**src/rtl/mole_game_controller.sv**
```systemverilog
// mole_game_controller: whack-a-mole round sequencer. Picks a mole from an LFSR,
// times its exposure, scores button hits and counts the round down on 1 Hz ticks.
module mole_game_controller #(
   parameter int unsigned GAME_SECONDS = 30,
   parameter int unsigned MOLE_TICKS   = 2,
   parameter logic [7:0]  LFSR_SEED    = 8'hA5
) (
   input  logic       clock,
   input  logic       reset,
   input  logic       tick,
   input  logic       startButton,
   input  logic [4:0] moleButton,
   output logic [4:0] moleLED,
   output logic [6:0] score,
   output logic [6:0] timeLeft,
   output logic       gameActive,
   output logic       gameOver
);

   localparam int unsigned NUM_MOLES = 5;
   localparam int unsigned IDX_W     = 3;
   localparam int unsigned SCORE_W   = 7;
   localparam int unsigned TIME_W    = 7;
   localparam int unsigned TMR_W     = 4;
   localparam int unsigned LFSR_W    = 8;
   localparam int unsigned SCORE_MAX = 99;

   typedef enum logic [2:0] {
      S_IDLE,
      S_SPAWN,
      S_UP,
      S_GAP,
      S_OVER
   } state_e;

   state_e               state_q, state_d;
   logic [LFSR_W-1:0]    lfsr_q, lfsr_d;
   logic                 start_prev_q;
   logic [NUM_MOLES-1:0] btn_prev_q;
   logic [IDX_W-1:0]     idx_q, idx_d;
   logic [TMR_W-1:0]     tmr_q, tmr_d;
   logic [NUM_MOLES-1:0] led_q, led_d;
   logic [SCORE_W-1:0]   score_q, score_d;
   logic [TIME_W-1:0]    time_q, time_d;
   logic                 active_q, active_d;
   logic                 over_q, over_d;

   logic                 start_press_c;
   logic [NUM_MOLES-1:0] btn_press_c;
   logic [IDX_W-1:0]     raw_idx_c;
   logic [IDX_W-1:0]     pick_idx_c;
   logic [NUM_MOLES-1:0] mole_mask_c;
   logic                 hit_c;
   logic                 wrong_c;
   logic                 in_round_c;

   // Rising-edge presses against the once-registered button levels.
   assign start_press_c = startButton & ~start_prev_q;
   assign btn_press_c   = moleButton & ~btn_prev_q;

   // Fibonacci LFSR, taps 8,6,5,4 (maximal length, never reaches zero from a nonzero seed).
   assign lfsr_d = {lfsr_q[LFSR_W-2:0], lfsr_q[7] ^ lfsr_q[5] ^ lfsr_q[4] ^ lfsr_q[3]};

   // Fold the 3 LFSR bits onto 0..4 and step past the previous mole to avoid repeats.
   assign raw_idx_c  = (lfsr_q[2:0] >= IDX_W'(NUM_MOLES)) ? lfsr_q[2:0] - IDX_W'(NUM_MOLES)
                                                          : lfsr_q[2:0];
   assign pick_idx_c = (raw_idx_c != idx_q)                  ? raw_idx_c :
                       (raw_idx_c == IDX_W'(NUM_MOLES - 1))  ? '0
                                                             : raw_idx_c + IDX_W'(1);

   // Hit/penalty decode against the currently latched mole.
   assign mole_mask_c = NUM_MOLES'(1) << idx_q;
   assign hit_c       = |(btn_press_c & mole_mask_c);
   assign wrong_c     = |(btn_press_c & ~mole_mask_c);
   assign in_round_c  = (state_q == S_SPAWN) || (state_q == S_UP) || (state_q == S_GAP);

   // State register.
   always_ff @(posedge clock or negedge reset) begin
      if (!reset) begin
         state_q <= S_IDLE;
      end else begin
         state_q <= state_d;
      end
   end

   // Next-state, datapath and registered-output decode.
   always_comb begin
      state_d = state_q;
      idx_d   = idx_q;
      tmr_d   = tmr_q;
      led_d   = led_q;
      score_d = score_q;
      time_d  = time_q;

      unique case (state_q)
         S_IDLE, S_OVER: begin
            led_d = '0;
            if (start_press_c) begin
               score_d = '0;
               time_d  = TIME_W'(GAME_SECONDS);
               state_d = S_SPAWN;
            end
         end
         S_SPAWN: begin
            idx_d   = pick_idx_c;
            led_d   = NUM_MOLES'(1) << pick_idx_c;
            tmr_d   = TMR_W'(MOLE_TICKS);
            state_d = S_UP;
         end
         S_UP: begin
            if (hit_c) begin
               score_d = (score_q >= SCORE_W'(SCORE_MAX)) ? score_q : score_q + SCORE_W'(1);
               led_d   = '0;
               state_d = S_GAP;
            end else begin
               if (wrong_c) begin
                  score_d = (score_q == '0) ? score_q : score_q - SCORE_W'(1);
               end
               if (tick) begin
                  tmr_d = tmr_q - TMR_W'(1);
                  if (tmr_q <= TMR_W'(1)) begin
                     led_d   = '0;
                     state_d = S_GAP;
                  end
               end
            end
         end
         S_GAP: begin
            led_d = '0;
            if (tick) begin
               state_d = S_SPAWN;
            end
         end
         default: begin
            led_d   = '0;
            state_d = S_IDLE;
         end
      endcase

      // Round countdown; expiry overrides whatever the current state chose.
      if (tick && in_round_c && (time_q != '0)) begin
         time_d = time_q - TIME_W'(1);
         if (time_q == TIME_W'(1)) begin
            led_d   = '0;
            state_d = S_OVER;
         end
      end

      active_d = (state_d == S_SPAWN) || (state_d == S_UP) || (state_d == S_GAP);
      over_d   = (state_d == S_OVER);
   end

   // Datapath and output registers.
   always_ff @(posedge clock or negedge reset) begin
      if (!reset) begin
         lfsr_q       <= LFSR_SEED;
         start_prev_q <= 1'b0;
         btn_prev_q   <= '0;
         idx_q        <= '0;
         tmr_q        <= '0;
         led_q        <= '0;
         score_q      <= '0;
         time_q       <= '0;
         active_q     <= 1'b0;
         over_q       <= 1'b0;
      end else begin
         lfsr_q       <= lfsr_d;
         start_prev_q <= startButton;
         btn_prev_q   <= moleButton;
         idx_q        <= idx_d;
         tmr_q        <= tmr_d;
         led_q        <= led_d;
         score_q      <= score_d;
         time_q       <= time_d;
         active_q     <= active_d;
         over_q       <= over_d;
      end
   end

   assign moleLED    = led_q;
   assign score      = score_q;
   assign timeLeft   = time_q;
   assign gameActive = active_q;
   assign gameOver   = over_q;

endmodule

```
**config.mk**
```make
export PLATFORM = sky130hd
export DESIGN_NAME = mole_game_controller
export DESIGN_NICKNAME = d
export VERILOG_FILES = /design/src/rtl/mole_game_controller.sv
export SDC_FILE = /design/constraint.sdc
export NUM_CORES = 1
export LEC_CHECK = 0
export ABC_CLOCK_PERIOD_IN_PS = 6800
export BUFFER_PORTS_ARGS = -buffer_cell sky130_fd_sc_hd__buf_2
export CORE_ASPECT_RATIO = 0.5
export CORE_UTILIZATION = 45
export DETAILED_ROUTE_END_ITERATION = 16
export PLACE_DENSITY = 0.62
export SYNTH_ARGS = -nofsm -noshare
export SYNTH_HDL_FRONTEND = slang
export SYNTH_SLANG_ARGS = --single-unit
```
**constraint.sdc**
```tcl
create_clock -name clock -period 6.8 [get_ports clock]
set_clock_uncertainty 0.2 [all_clocks]
set_input_delay 1.36 -clock clock [delete_from_list [all_inputs] [get_ports clock]]
set_output_delay 1.36 -clock clock [all_outputs]
set_load 0.03 [all_outputs]
```
==> results.sh <==
export IMPL_cts_max_level=2
export IMPL_cp_max_fo=6
export IMPL_grt_pass1_wl_um=9260
export IMPL_firstDrtPassIters=4
export IMPL_rsz0062_at_grt="false"
export IMPL_fin_crit_ps=3760
export IMPL_track_usage_pct=19.8
export IMPL_tns_ps=0
export IMPL_cpLargestDelayFamily="compound AO/OA/AOI/OAI gates"
export IMPL_slew_limit_headroom_pct=34.2
export IMPL_antenna_cells=0
export IMPL_synth_enable_flop_cells=0
export IMPL_yosysUniqueCellTypes=59
export IMPL_portBuffers=29
export IMPL_syn_area_sq_um=2550
export IMPL_synth_top_area_share_pct=40.3
export IMPL_dieArea_sq_um=5990
export IMPL_max_slew_worst_pin_slew_ps=987
export IMPL_power_w=0.00131
export IMPL_post_place_cells=348
export IMPL_cp_common_cell="nor2b_1"
export IMPL_start_kind="primary input"
export IMPL_wl_per_cell_um=14.7
export IMPL_fmax_ghz=0.266
export IMPL_crit_buf_inv=2
export IMPL_grt_max_degree=46
export IMPL_yosysSeqAreaShare_pct=44.4
export IMPL_critical_path_class="in2reg"
export IMPL_postCtsSetupBuffers=0
export IMPL_vias_per_cell=5.49
export IMPL_status="completed"
export IMPL_drt_total_wl_um=5250
export IMPL_layout_drive_gt1_share_pct=19.2
export IMPL_hold_viol=0
export IMPL_postCtsHoldBufs=0
export IMPL_die_x_um=108
export IMPL_dr_total_vias=1953
export IMPL_finalCritPeriodShare_pct=55.3
export IMPL_yosysTopAreaCell="dfrtp_1"
export IMPL_critPathMaxStageDelay_ps=400
export IMPL_ioPinCount=30
export IMPL_core_sq_um=5180
export IMPL_cp_slowest_cell="fa_1"
export IMPL_die_h_um=55.2
export IMPL_num_rows=18
export IMPL_synth_area_per_cell_sq_um=10.1
export IMPL_clock_latency_ps=290
export IMPL_grt_ovfl_total=0
export IMPL_setup_viol=0
export IMPL_synthFlopType="dfrtp_1"
export IMPL_cts_made_buffers=5
export IMPL_hp_class="reg2reg"
export IMPL_synthTopCellsByCount="41 x dfrtp_1, 21 x nor2_1, 20 x inv_1, 15 x nand2_1, 13 x ha_1"
export IMPL_postRouteAntennaNets=0
export IMPL_drv_cap=0
export IMPL_fin_hold_ws_ps=160
export IMPL_leakagePower_nw=1.32
export IMPL_first_global_vias=2029
export IMPL_synth_cells=253
export IMPL_place_hpwl_um=3850
export IMPL_final_nets=308
export IMPL_ctsResizeCount=0
export IMPL_drtIter0Drc=111
export IMPL_ys_warn_count=0
export IMPL_syn_nets=276
export IMPL_gp_congestion=0.814
export IMPL_clockBufferDepth=2
export IMPL_crit_chain="buf_2, nor2b_1, a32o_1, or2_4, nor2_4, inv_2, fa_1, nor2b_1, o31ai_1, o2bb2ai_1, o21bai_1, o2111ai_1, o211ai_1"
export IMPL_tritoncts="built"
export IMPL_synthMostInstantiatedCell="dfrtp_1"
export IMPL_arrival_ps=3720
export IMPL_path_clk_slew_ps=60
export IMPL_drc=0
export IMPL_ys_async_sr_fraction_pct=100
export IMPL_cts_sinks=45
export IMPL_irDropWorstVdd_mv=0.191
export IMPL_antenna_found_initial=0
export IMPL_end_kind="flop"
export IMPL_stdcell_count=356
export IMPL_yosys_top_cells_area="dfrtp_1 40%, ha_1 6.4%, dfstp_2 4.1%"
export IMPL_maxSlewViolCount=0
export IMPL_required_ps=6760
export IMPL_powerDensity_nw_per_um2=446
export IMPL_clock_root_buffer="clkbuf_16"
export IMPL_syn2layout_area_growth_pct=15.0
export IMPL_initial_core_util_pct=49.2
export IMPL_synth_seq_cells=45
stage by stage:
step	util, %	cell area [sq um]	setup WS [ps]
floorplan	-	2550	3110
global placement	53.2	2760	2880
detailed placement	53.2	2760	2750
CTS	56.6	2930	3060
global route	56.6	2930	2890
finish	56.6	2930	3040
cells by family (layout without fill, tap and decap cells):
logic type | count (synthesis) | after routing | share of synthesized area (%)
adders and majority gates | 14 | 14 | 7.17
muxes | 6 | 6 | 2.50
AOI/OAI and AO/OA | 63 | 63 | 18.9
buffers and inverters | 26 | 59 | 4.32
and+or+nand+nor | 87 | 87 | 18.6
DFF | 45 | 45 | 44.4
xor gates and xnor gates | 12 | 12 | 4.12
registers in the layout, indices dropped and copies added (netlist names):
register      count
score             7
start_prev_q      1
tmr_q             4
state_q           3
idx_q             3
timeLeft          7
lfsr_q            8
gameActive        1
moleLED           5
btn_prev_q        5
gameOver          1
routing by layer:
metal | track usage [%] | wire (um) | vias up
met1 | 25.8 | 2570 | 947
met3 | 5.79 | 191 | 9
li1 | - | - | 971
met5 | 0 | 0 | -
met4 | 6.95 | 62 | 0
met2 | 31.6 | 2420 | 26
power breakdown:
part | switching, W | internal [W] | leakage [nW] | total, W
sequential | 0.0000801 | 0.000334 | 0.554 | 0.000414
combinational | 0.000366 | 0.000244 | 0.678 | 0.000611
clock | 0.0000978 | 0.000183 | 0.0841 | 0.000281
placed cells by master (no fill, tap or decap), types with 4 or more instances in the layout:
cell type / instances
o21ai_0: 10
xor2_1: 5
clkbuf_16: 5
or3_1: 5
o21bai_1: 4
nor2_1: 21
nor2b_1: 9
ha_1: 13
dfrtp_1: 41
dfstp_2: 4
buf_2: 29
nand2b_1: 4
o31ai_1: 7
nor3_1: 10
nand2_1: 15
a21oi_1: 8
a32o_1: 4
nor4_1: 5
xnor2_1: 7
inv_1: 20
cell type report:
cell class                      instances  area [sq um]
Inverter                               21          78.8
Tap cell                               70          87.6
Clock buffer                            7           143
Clock inverter                          1          30.0
Multi-Input combinational cell        182          1310
Sequential cell                        45          1130
Fill cell                             463          2250
Timing Repair Buffer                   30           153
path summary, 6_finish.rpt:
kind	to	cells after the start	start	slack, ps
worst max-delay path	score[6]$_DFFE_PN0P_	13	moleButton[1]	3040
worst min-delay path	lfsr_q[7]$_DFF_PN1_	0	lfsr_q[6]$_DFF_PN0_	160
worst max register to register	score[6]$_DFFE_PN0P_	11	idx_q[2]$_DFFE_PN0P_	3540
worst min register to register	lfsr_q[7]$_DFF_PN1_	0	lfsr_q[6]$_DFF_PN0_	160
max in group asynchronous	score[3]$_DFFE_PN0P_	1	reset	4750
min in group asynchronous	moleLED[3]$_DFF_PN0_	1	reset	1030
(Power assumes the default switching activity.)
